[config.mk]
export PLATFORM = sky130hd
export DESIGN_NAME = result_display
export DESIGN_NICKNAME = d
export VERILOG_FILES = /design/src/rtl/calc_disp_pkg.sv /design/src/rtl/seg7_decode.sv /design/src/rtl/result_display.sv
export SDC_FILE = /design/constraint.sdc
export NUM_CORES = 1
export LEC_CHECK = 0
export ABC_AREA = 1
export CAP_MARGIN = 15
export CORE_MARGIN = 3
export CORE_UTILIZATION = 55
export CTS_BUF_LIST = sky130_fd_sc_hd__clkbuf_4
export CTS_CLUSTER_SIZE = 30
export DETAILED_ROUTE_END_ITERATION = 8
export MAX_ROUTING_LAYER = met4
export PLACE_DENSITY_LB_ADDON = 0.25
export SYNTH_ARGS = -nofsm -noshare
export SYNTH_HDL_FRONTEND = slang
export SYNTH_SLANG_ARGS = --single-unit
[constraint.sdc]
create_clock -name clk -period 3.2 [get_ports clk]
set_input_delay 0.96 -clock clk [delete_from_list [all_inputs] [get_ports clk]]
set_output_delay 0.96 -clock clk [all_outputs]
set_load 0.005 [all_outputs]
[src/rtl/calc_disp_pkg.sv]
// Shared types and constants for the calculator result display.
// Holds the FSM encoding, datapath widths, segment codes and the dabble step.
package calc_disp_pkg;

  typedef enum logic [1:0] {
    IDLE    = 2'd0,
    CONVERT = 2'd1,
    SHOW    = 2'd2
  } state_t;

  localparam int N_DIGITS = 4;
  localparam int BIN_W    = 16;
  localparam int BCD_W    = 20;

  localparam logic [6:0] SEG_BLANK = 7'h7F;
  localparam logic [6:0] SEG_DASH  = 7'b0111111;

  // Add 3 to every BCD nibble that is 5 or more, ahead of the shift.
  function automatic logic [BCD_W-1:0] dabble_adjust(input logic [BCD_W-1:0] bcd);
    logic [BCD_W-1:0] res;
    res = bcd;
    for (int i = 0; i < BCD_W / 4; i++) begin
      if (bcd[i*4 +: 4] >= 4'd5) begin
        res[i*4 +: 4] = bcd[i*4 +: 4] + 4'd3;
      end
    end
    return res;
  endfunction

endpackage

[src/rtl/seg7_decode.sv]
// Combinational BCD digit to active-low seven-segment pattern (seg[0]=a .. seg[6]=g).
// Non-decimal inputs produce a blank digit.
module seg7_decode
  import calc_disp_pkg::*;
(
  input  logic [3:0] bcd,
  output logic [6:0] seg
);

  always_comb begin
    case (bcd)
      4'd0:    seg = 7'b1000000;
      4'd1:    seg = 7'b1111001;
      4'd2:    seg = 7'b0100100;
      4'd3:    seg = 7'b0110000;
      4'd4:    seg = 7'b0011001;
      4'd5:    seg = 7'b0010010;
      4'd6:    seg = 7'b0000010;
      4'd7:    seg = 7'b1111000;
      4'd8:    seg = 7'b0000000;
      4'd9:    seg = 7'b0010000;
      default: seg = SEG_BLANK;
    endcase
  end

endmodule

[src/rtl/result_display.sv]
// Samples the result register on load, converts it to BCD with a one-iteration-per-cycle
// double-dabble engine and scans the digits onto a 4-digit common-anode display.
module result_display
  import calc_disp_pkg::*;
#(
  parameter int REFRESH_DIV = 100_000
) (
  input  logic        clk,
  input  logic        rst_n,
  input  logic        load,
  input  logic [15:0] result,
  output logic        busy,
  output logic        valid,
  output logic        ovf,
  output logic [3:0]  an,
  output logic [6:0]  seg,
  output logic        dp
);

  localparam int DIV_W = (REFRESH_DIV > 2) ? $clog2(REFRESH_DIV) : 1;
  localparam logic [DIV_W-1:0] DIV_LAST = DIV_W'(REFRESH_DIV - 1);

  state_t           state_q, state_d;
  logic [BIN_W-1:0] bin_q, bin_d;
  logic [BCD_W-1:0] bcd_q, bcd_d;
  logic [3:0]       cnt_q, cnt_d;
  logic [15:0]      disp_q, disp_d;
  logic             ovf_q, ovf_d;
  logic             valid_q, valid_d;
  logic [DIV_W-1:0] div_q, div_d;
  logic [1:0]       idx_q, idx_d;
  logic [3:0]       an_q, an_d;
  logic [6:0]       seg_q, seg_d;

  logic [BCD_W-1:0]       bcd_adj;
  logic [BCD_W+BIN_W-1:0] shifted;
  logic                   commit;
  logic                   tick;
  logic [3:0]             blank;
  logic [3:0]             cur_nib;
  logic [6:0]             dec_seg;

  // FSM and double-dabble datapath.
  always_comb begin
    state_d = state_q;
    bin_d   = bin_q;
    bcd_d   = bcd_q;
    cnt_d   = cnt_q;
    disp_d  = disp_q;
    ovf_d   = ovf_q;
    valid_d = valid_q;
    commit  = 1'b0;
    bcd_adj = dabble_adjust(bcd_q);
    shifted = {bcd_adj, bin_q} << 1;
    case (state_q)
      IDLE, SHOW: begin
        if (load) begin
          bin_d   = result;
          bcd_d   = '0;
          cnt_d   = '0;
          state_d = CONVERT;
        end
      end
      CONVERT: begin
        bcd_d = shifted[BCD_W+BIN_W-1:BIN_W];
        bin_d = shifted[BIN_W-1:0];
        cnt_d = cnt_q + 4'd1;
        if (cnt_q == 4'd15) begin
          commit  = 1'b1;
          disp_d  = shifted[BIN_W+15:BIN_W];
          ovf_d   = |shifted[BCD_W+BIN_W-1:BIN_W+16];
          valid_d = 1'b1;
          state_d = SHOW;
        end
      end
      default: state_d = IDLE;
    endcase
  end

  // Scan divider, digit index and leading-zero blanking, evaluated on the next-state view
  // so that a commit and a tick on the same edge show the new digits at the new index.
  always_comb begin
    tick  = (div_q == DIV_LAST);
    div_d = tick ? '0 : div_q + DIV_W'(1);
    idx_d = tick ? idx_q + 2'd1 : idx_q;

    blank[3] = (disp_d[15:12] == 4'd0);
    blank[2] = blank[3] && (disp_d[11:8] == 4'd0);
    blank[1] = blank[2] && (disp_d[7:4] == 4'd0);
    blank[0] = 1'b0;

    case (idx_d)
      2'd0:    cur_nib = disp_d[3:0];
      2'd1:    cur_nib = disp_d[7:4];
      2'd2:    cur_nib = disp_d[11:8];
      default: cur_nib = disp_d[15:12];
    endcase

    an_d  = an_q;
    seg_d = seg_q;
    if (tick || commit) begin
      an_d = valid_d ? ~(4'b0001 << idx_d) : 4'b1111;
      if (!valid_d || blank[idx_d]) begin
        seg_d = SEG_BLANK;
      end else if (ovf_d) begin
        seg_d = SEG_DASH;
      end else begin
        seg_d = dec_seg;
      end
      if (valid_d && ovf_d) begin
        seg_d = SEG_DASH;
      end
    end
  end

  seg7_decode u_decode (
    .bcd (cur_nib),
    .seg (dec_seg)
  );

  always_ff @(posedge clk or negedge rst_n) begin
    if (!rst_n) begin
      state_q <= IDLE;
      bin_q   <= '0;
      bcd_q   <= '0;
      cnt_q   <= '0;
      disp_q  <= '0;
      ovf_q   <= 1'b0;
      valid_q <= 1'b0;
      div_q   <= '0;
      idx_q   <= '0;
      an_q    <= 4'b1111;
      seg_q   <= SEG_BLANK;
    end else begin
      state_q <= state_d;
      bin_q   <= bin_d;
      bcd_q   <= bcd_d;
      cnt_q   <= cnt_d;
      disp_q  <= disp_d;
      ovf_q   <= ovf_d;
      valid_q <= valid_d;
      div_q   <= div_d;
      idx_q   <= idx_d;
      an_q    <= an_d;
      seg_q   <= seg_d;
    end
  end

  assign busy  = (state_q == CONVERT);
  assign valid = valid_q;
  assign ovf   = ovf_q;
  assign an    = an_q;
  assign seg   = seg_q;
  assign dp    = 1'b1;

endmodule

# == Word level (Yosys, flattened, before mapping) ==
# Memory sizes are Yosys's and may differ from the RTL's.
# Cells that the tools add are included.
# Widths: inputs -> output; s select.
# totals
ff_bits,90
latch_bits,0
ramBits,0
rom_bits,112
input_bits,19
output_inout_bits,15
wordCells,83
n_memories,1
# mem_list
name,words,width,read_ports,rd_clocked_by_memory_dff,write_ports,line_no,text
(name not given),16,7,1,0,0,seg7_decode.sv:11,case (bcd)
# classes
n_addsub,8
n_mul,0
n_div,0
n_lt_le_gt_ge,6
n_eq_ne,8
shifts,1
muxes,31
bitwise,1
reduce_logical,16
# op_table
op,n
$mux 16,3
$pmux 20 s2,1
$pmux 16 s2,1
$mux 4,6
$mux 7,3
$ge 4x3->1 const B,5
$mux 20,1
$add 17x1->17 const B,1
$eq 17x17->1 const B,1
$mux 17,1
$add 4x2->4 const B,4
$logic_not 4->1,3
$pmux 4 s3,1
$pmux 4 s2,1
$mux 1,7
$mux 2,3
$add 4x1->4 const B,1
$eq 2x1->1 const B,2
$eq 2x2->1 const B,2
$eq 4x4->1 const B,1
$logic_not 2->1,2
$not 4->4,1
$pmux 2 s2,1
$reduce_and 2->1,2
other kinds (14),17

# == Logic depth before layout (Yosys ltp) ==
# Gate-level depths: netlist (run 1).
# logic_depth
ltp_word,12
ltp_mapped,19
depth_no_buf,19

# == Cells and area by module ==
# A second synthesis (run 1) with hierarchy kept.
# unflattened
hier_cells,597
area_unflattened_um2,4838.4
# by_module_without_submodules
module,instances,cells_each,area_per_inst_um2
result_display,1,562,4650.7
seg7_decode,1,35,187.7

# == Least setup slack after synthesis (run 1) ==
# Ideal clock, no wire load.
# synth_path
kind,reg2reg
startpoint,register div_q[0]
endpoint,register seg_q[3] (netlist: seg[3])
setup_time_ps,76
t_arrival_ps,2241
required_ps,3124
setup_slack_ps,883
path_stages_with_launch,20
n_path_buf,0
period_less_slack_ps,2317
path_cell_list,dfrtp_1 ha_1 nand2_1 inv_2 nand2_2 nor2_4 nand2_4 nand2_2 nand2_4 inv_4 nor2_1 nand2_1 nand4_1 inv_1 ha_1 inv_1 nor2_1 nor2_1 nor2_1 nor2_1
# synth_via
elab_chain_len,8
elab_cells_between_ends,14
classes_between,eq/ne (3); mux (7); reduce/logical (3); memory (1)
# synth_rtl
item,line_no,text
start: declaration,result_display.sv:30,"logic [DIV_W-1:0] div_q, div_d;"
start signal: assignment,result_display.sv:142,div_q <= div_d;
$eq 17x17->1 *,result_display.sv:83,tick = (div_q == DIV_LAST);
$mux 2 *,result_display.sv:85,idx_d = tick ? idx_q + 2'd1 : idx_q;
via idx_d[0],result_display.sv:31,"logic [1:0] idx_q, idx_d;"
$eq 2x2->1 (tied with other cells),result_display.sv:92,case (idx_d)
$pmux 4 s3,result_display.sv:92,
$mem_v2 16x7,--,
$mux 7,result_display.sv:105,end else if (ovf_d) begin
$mux 7 *,result_display.sv:103,if (!valid_d || blank[idx_d]) begin
$mux 7 *,result_display.sv:110,if (valid_d && ovf_d) begin
end signal: assignment,result_display.sv:145,seg_q <= seg_d;
end: declaration,result_display.sv:33,"logic [6:0] seg_q, seg_d;"
# Mark *: on every way through the listed nets, which the timed path passes. The rest lies on a longest branch. The select of a mux whose other input is x is not followed.
# A chain may end at the register's enable or synchronous reset.

# == Worst setup path after layout (run 1) ==
# layout_path
startpoint,register state_q[1]
endpoint,output busy
# layout_via
elab_chain_len,1
# layout_rtl
item,line_no,text
start: declaration,result_display.sv:23,"state_t state_q, state_d;"
start signal: assignment,result_display.sv:135,state_q <= state_d;
$eq 2x1->1,result_display.sv:149,assign busy = (state_q == CONVERT);
end: declaration,result_display.sv:12,"output logic busy,"
# No other way between the ends.

==> flow_summary_export.csv, run 1 <==
group,metric,value,unit
clock_network,htreeDepth,3,
grt,grt_pass1_wl,17700,um
drt,route.met2.wl,4490,um
floorplan,die_y,99.3,um
power,p_per_area,861,nW/um^2
power,ir_drop,0.000485,V
drt,num_vias,4023,
synthesis,synth_edf_count,0,
timing,tightest_slew,594,ps
min_path,min_delay_path_depth,2,
worst_setup_path,critical_path_arrival,1770,ps
clock_network,cts.clk_slew.worst_paths,130,ps
floorplan,design.core.area,8340,um^2
grt,antenna_found_initial,0,
drt,drt-met1-wl,4780,um
timing,slew_violations,0,
drt,first_iter_violations,202,
synthesis,syn_avg_cell_area,8.05,um^2
min_path,min_from,"seg[6]",
timing,min_period_over_period,85.3,%
synthesis,seq_area_frac_synth,47.3,%
clock_network,cts_setup_buffers,0,
clock_network,cts_tree,"yes",
cells_and_area,final_nets,667,
grt,track_usage,22.3,%
outcome,status,"complete, no violations",
placement,place_area,5240,um^2
cells_and_area,area_delta_synth_final,12.5,%
synthesis,yosys.area.top_type,"dfrtp_1",
worst_setup_path,worstRegToRegCells,19,
timing,setup_tns,0,ps
synthesis,synth_top_area_share,41.3,%
floorplan,io_pins,34,
grt,grt_pass1_vias,3915,
floorplan,dieArea,9870,um^2
synthesis,synth_nets,632,
placement,hpwl,7140,um
cells_and_area,nFillCells,722,
synthesis,synth-seq-cells,90,
synthesis,yosysUniqueCellTypes,41,
floorplan,start_util,57.5,%
drt,dr_wl_met3,377,um
synthesis,synth_commonest_cells,"nand2_1 (123), inv_1 (83), dfrtp_1 (79), nand3_1 (63), nor2_1 (63)",
drt,final_antenna_net_count,0,
job,maxCapViolations,0,
drt,routedWlPerCell,13.3,um
placement,place_ws,579,ps
worst_setup_path,crit_required,2240,ps
drt,highest_layer,"met4",
timing,rsz0062_at_grt,"false",
clock_network,clock_latency,430,ps
cells_and_area,final_cell_area,5390,um^2
clock_network,cts_hold_buf,0,
drt,wl,9840,um
worst_setup_path,crit_path_start_kind,"flop",
synthesis,synth.area.top_cells,"dfrtp_1 (41%), nand2_1 (9.6%), nand3_1 (6.6%), inv_1 (6.5%), dfstp_2 (6.0%)",
synthesis,netlist_instances,595,
worst_setup_path,worstReg2RegEnd,"seg[3]",
timing,setup_viol,0,
drt,drc,0,
timing,holdWs,481,ps
worst_setup_path,critPathKind,"flop to output pin",
cells_and_area,drive_above_1_share,9.64,%
clock_network,post_cts_resize_count,0,
worst_setup_path,timing.reg2reg.setup_slack,540,ps
timing,hold_violations,0,
min_path,min_to,"seg[6]",
floorplan,rows,33,
min_path,hold_path.class,"flop to flop",
timing,clock.fmax,366,MHz
power,p_leak,2.69,nW
synthesis,async_flop_share,100,%
clock_network,cts_root_buf,"clkbuf_4",
worst_setup_path,r2r_start,"div_q[0]",
synthesis,ys.flop_type,"dfrtp_1",
timing,slew_headroom,60.4,%
timing,fin_ws,470,ps
floorplan,die_x,99.3,um
synthesis,yosys_warnings,0,
grt,grt-ovfl-total,0,
drt,drtPass1Iterations,5,
grt,grt_max_degree,47,
clock_network,cts.sinks,90,
clock_network,cts_buffer_depth,2,
placement,port_buffers,32,
synthesis,synth_most_common_cell,"nand2_1",
synthesis,netlist_area,4790,um^2
drt,drt-vias-per-instance,5.45,
placement,gp_congestion,0.894,
worst_setup_path,end_kind,"output pin",
timing,skew,17.1,ps
clock_network,numCtsBuffers,9,
worst_setup_path,cp_max_fo,17,
cells_and_area,antenna_cells,0,
cells_and_area,fin_util,64.6,%
timing,min_period,2730,ps
==> how the worst max path moves through the flow <==
stage               startpoint  endpoint  slack [ps]
floorplan             div_q[0]    seg[3]         880
global placement      div_q[0]    seg[3]         710
detailed placement    div_q[0]    seg[3]         580
CTS                 state_q[1]      busy         460
global route         div_q[12]    seg[3]         230
finish              state_q[1]      busy         470
==> per-layer routing <==
metal / GRT usage (%) / vias to the layer above
li1: - / 2024
met1: 30.7 / 1879
met2: 34.0 / 99
met3: 2.73 / 21
met4: 8.40 / 0
met5: - / -
==> area by class of cell <==
cell class | instances | area, um^2 | share of cell area, %
clock inverter | 5 | 81.3 | 1.51
sequential | 90 | 2270 | 42.0
inverter | 89 | 337 | 6.24
timing repair buffer | 39 | 383 | 7.10
tap | 105 | 131 | 2.44
clock buffer | 9 | 67.6 | 1.25
multi-input combinational | 401 | 2120 | 39.4
==> registers in the layout, summed over array words and instances, names as in the netlist <==
| register | flops |
|---|---|
| div_q | 17 |
| state_q | 2 |
| an | 4 |
| cnt_q | 4 |
| bcd_q | 20 |
| disp_q | 16 |
| seg | 7 |
| valid | 1 |
| ovf | 1 |
| bin_q | 16 |
| idx_q | 2 |
==> power by group <==
part	switching [mW]	leakage (nW)	internal (mW)
sequential	0.199	1.11	1.61
clock	0.367	0.0778	0.309
combinational	1.34	1.50	0.818
total	1.91	2.69	2.73
==> placed cells by master (no fill, tap or decap), types with 2 or more instances in the layout <==
cell | synthesis | routed
o22ai_1 | 10 | 10
nand4_1 | 16 | 16
inv_2 | 5 | 5
o221ai_1 | 15 | 15
clkdlybuf4s50_1 | 0 | 31
or2_2 | 2 | 2
bufinv_16 | 0 | 2
nand3_1 | 63 | 63
nor2_1 | 63 | 63
nand2_4 | 2 | 2
o21ai_1 | 3 | 3
nor3_1 | 2 | 2
inv_1 | 83 | 83
nand2_1 | 123 | 123
nand2_2 | 6 | 6
ha_1 | 18 | 18
nor2_2 | 2 | 2
buf_4 | 2 | 7
nor2_4 | 3 | 3
dfstp_2 | 11 | 11
a21oi_1 | 15 | 15
o21ai_0 | 34 | 34
nor4_1 | 2 | 2
nand3_2 | 4 | 4
xor2_1 | 4 | 4
dfrtp_1 | 79 | 79
o31ai_1 | 2 | 2
clkbuf_4 | 0 | 9
==> critical path, cell delays in order (launching register included) <==
cell and delay (ps):
dfrtp_1 380, inv_1 60, nand2_1 70, inv_2 260, clkdlybuf4s50_1 570
==> kinds of logic (layout without fill, tap and decap cells) <==
logic type / count (synthesis) / after routing / synth area share, %
buffers and inverters: 104 / 142 / 8.38
XOR/XNOR: 4 / 4 / 0.731
adder cells (fa/ha/maj): 18 / 18 / 4.70
flip-flops: 90 / 90 / 47.3
AND/OR/NAND/NOR: 292 / 292 / 27.9
AO/OA/AOI/OAI: 86 / 86 / 10.9
other: 1 / 1 / 0.0783
==> metrics by stage <==
step / power (mW) / instances
4_1_cts: 4.65 / 738
5_1_grt: 5.10 / 738
3_5_place_dp: 3.96 / 724
6_report: 4.64 / 738
3_3_place_gp: 3.88 / 724
2_1_floorplan: 3.31 / 595
Power figures use the tool's default switching activity.
==> inputs of run 2 (changes only) <==
--- a/config.mk
+++ b/config.mk
@@ -8,7 +8,7 @@
 export ABC_AREA = 1
 export CAP_MARGIN = 15
 export CORE_MARGIN = 3
-export CORE_UTILIZATION = 55
+export CORE_UTILIZATION = 61
 export CTS_BUF_LIST = sky130_fd_sc_hd__clkbuf_4
 export CTS_CLUSTER_SIZE = 30
 export DETAILED_ROUTE_END_ITERATION = 8
==> run 2 against run 1 <==
  * Global-route usage up 3.5 points
  * Register-to-register slack improved by 20 ps
  * Worst hold slack gained 1.3 ps
  * Sequential power hardly changed
  * Critical endpoint unchanged
  * Largest cell class unchanged
==> flow_summary_export.csv, run 2 (same netlist as run 1, synthesis figures left out) <==
group,metric,value,unit
outcome,status,"complete, no violations",
placement,hpwl,7370,um
grt,antenna_found_initial,0,
timing,holdWs,483,ps
power,p_sw,1.93,mW
drt,final_antenna_net_count,0,
timing,slew_headroom,58.2,%
cells_and_area,final_cell_mix,"nand2_1 (123), inv_1 (83), dfrtp_1 (79), nor2_1 (63), nand3_1 (63)",
cells_and_area,drive_above_1_share,9.62,%
grt,grt_max_degree,51,
timing,setup_viol,0,
worst_setup_path,worstPathCellList,"inv_1 -> nand2_1 -> inv_2 -> clkdlybuf4s50_1",
floorplan,rows,31,
drt,routedWlPerCell,13.8,um
timing,setup_tns,0,ps
cells_and_area,final_nets,666,
worst_setup_path,cp_max_fo,17,
clock_network,cts_buffer_depth,2,
clock_network,cts_root_buf,"clkbuf_4",
cells_and_area,max_flop_register,"bcd_q",
floorplan,design.core.area,7450,um^2
power,p_per_area,858,nW/um^2
power,p_int,2.68,mW
worst_setup_path,crit_required,2240,ps
power,ir_drop,0.000472,V
drt,drtPass1Iterations,6,
power,swShare,41.9,%
drt,wl,10100,um
placement,gp_congestion,0.976,
power,seqPwrFrac,39.4,%
timing,rsz0062_at_grt,"false",
worst_setup_path,crit_path_start_kind,"flop",
timing,hold_violations,0,
job,maxCapViolations,0,
cells_and_area,top_regs,"bcd_q: 20 flops, div_q: 17 flops",
placement,dp.cells,717,
clock_network,cts.clk_slew.worst_paths,130,ps
worst_setup_path,critPathKind,"flop to output pin",
timing,min_period,2830,ps
drt,first_iter_violations,245,
min_path,hold_path.class,"flop to flop",
clock_network,cts_tree,"yes",
floorplan,die_y,94.6,um
grt,track_usage,25.8,%
cells_and_area,area_delta_synth_final,11.9,%
timing,min_period_over_period,88.6,%
grt,grt-ovfl-total,0,
cells_and_area,instances_no_fill,733,
timing,slew_violations,0,
power,pwr-share-clk,13.6,%
cells_and_area,largest_reg_flops,20,
cells_and_area,layout_commonest_cell,"nand2_1",
clock_network,clock_latency,430,ps
clock_network,cts_setup_buffers,0,
worst_setup_path,end_kind,"output pin",
clock_network,cts_hold_buf,0,
cells_and_area,nFillCells,585,
grt,grt_pass1_vias,3969,
drt,num_vias,4065,
clock_network,post_cts_resize_count,0,
worst_setup_path,critical_path_arrival,1870,ps
clock_network,numCtsBuffers,9,
floorplan,start_util,64.3,%
timing,tightest_slew,627,ps
timing,clock.fmax,353,MHz
power,p_leak,2.68,nW
worst_setup_path,cp_slowest_cell,"clkdlybuf4s50_1",
power,total_power,4.60,mW
clock_network,cts.sinks,90,
timing,skew,15.5,ps
worst_setup_path,critPathMaxStageDelay,570,ps
grt,grt_pass1_wl,17800,um
power,power_frac_comb,47.0,%
floorplan,dieArea,8960,um^2
clock_network,htreeDepth,3,
cells_and_area,antenna_cells,0,
drt,drc,0,
drt,drt-vias-per-instance,5.55,
floorplan,die_x,94.6,um
floorplan,io_pins,34,
placement,port_buffers,32,
[run 2: worst max-delay path: cells and delay by family, from the launching register on]
| kind | cells | cell delay, ps |
|---|---|---|
| DFF | 1 | 400 |
| buffers and inverters | 3 | 940 |
| and+or+nand+nor | 1 | 100 |
[run 2: worst paths after layout]
check / slack (ps) / startpoint / cells after the start / to
setup reg to reg: 560 / div_q[0] / 19 / seg[3]
min in group asynchronous: 510 / rst_n / 1 / bin_q[3]
hold reg to reg: 480 / seg[6] / 2 / seg[6]
hold / removal: 480 / seg[6] / 2 / seg[6]
setup / recovery: 370 / state_q[1] / 4 / busy
max in group asynchronous: 1990 / rst_n / 2 / an[1]
[run 2: through the flow]
stage | setup WS, ps | instance area, um^2 | utilization, %
after floorplan | 883 | 4790 | -
after global placement | 738 | 5230 | 70.2
after detailed placement | 616 | 5230 | 70.2
after CTS | 344 | 5360 | 72.0
after global routing | 285 | 5360 | 72.0
final | 366 | 5360 | 72.0
[run 2: final cells by class]
type                            count  area [um^2]  share of cell area, %
Timing Repair Buffer               38          375                   7.00
Tap cell                           99          124                   2.31
Clock inverter                      5         55.1                   1.03
Clock buffer                       11         82.6                   1.54
Multi-Input combinational cell    401         2120                   39.6
Sequential cell                    90         2270                   42.2
Inverter                           89          337                   6.27
[run 2: metal layers]
layer,vias up,part of all wire (%),track usage (%)
met1,1912,45,33.3
li1,2019,-,-
met2,111,48,40.6
met3,23,4.4,4.14
met5,-,0,-
met4,0,2.4,10.8
[run 2: power by group through the flow]
stage	Sequential [mW]	Clock, mW	Combinational (mW)
floorplan	1.79	0	1.52
global placement	1.82	0	2.05
detailed placement	1.84	0	2.13
CTS	1.82	0.643	2.15
global route	1.86	0.693	2.49
finish	1.81	0.628	2.16
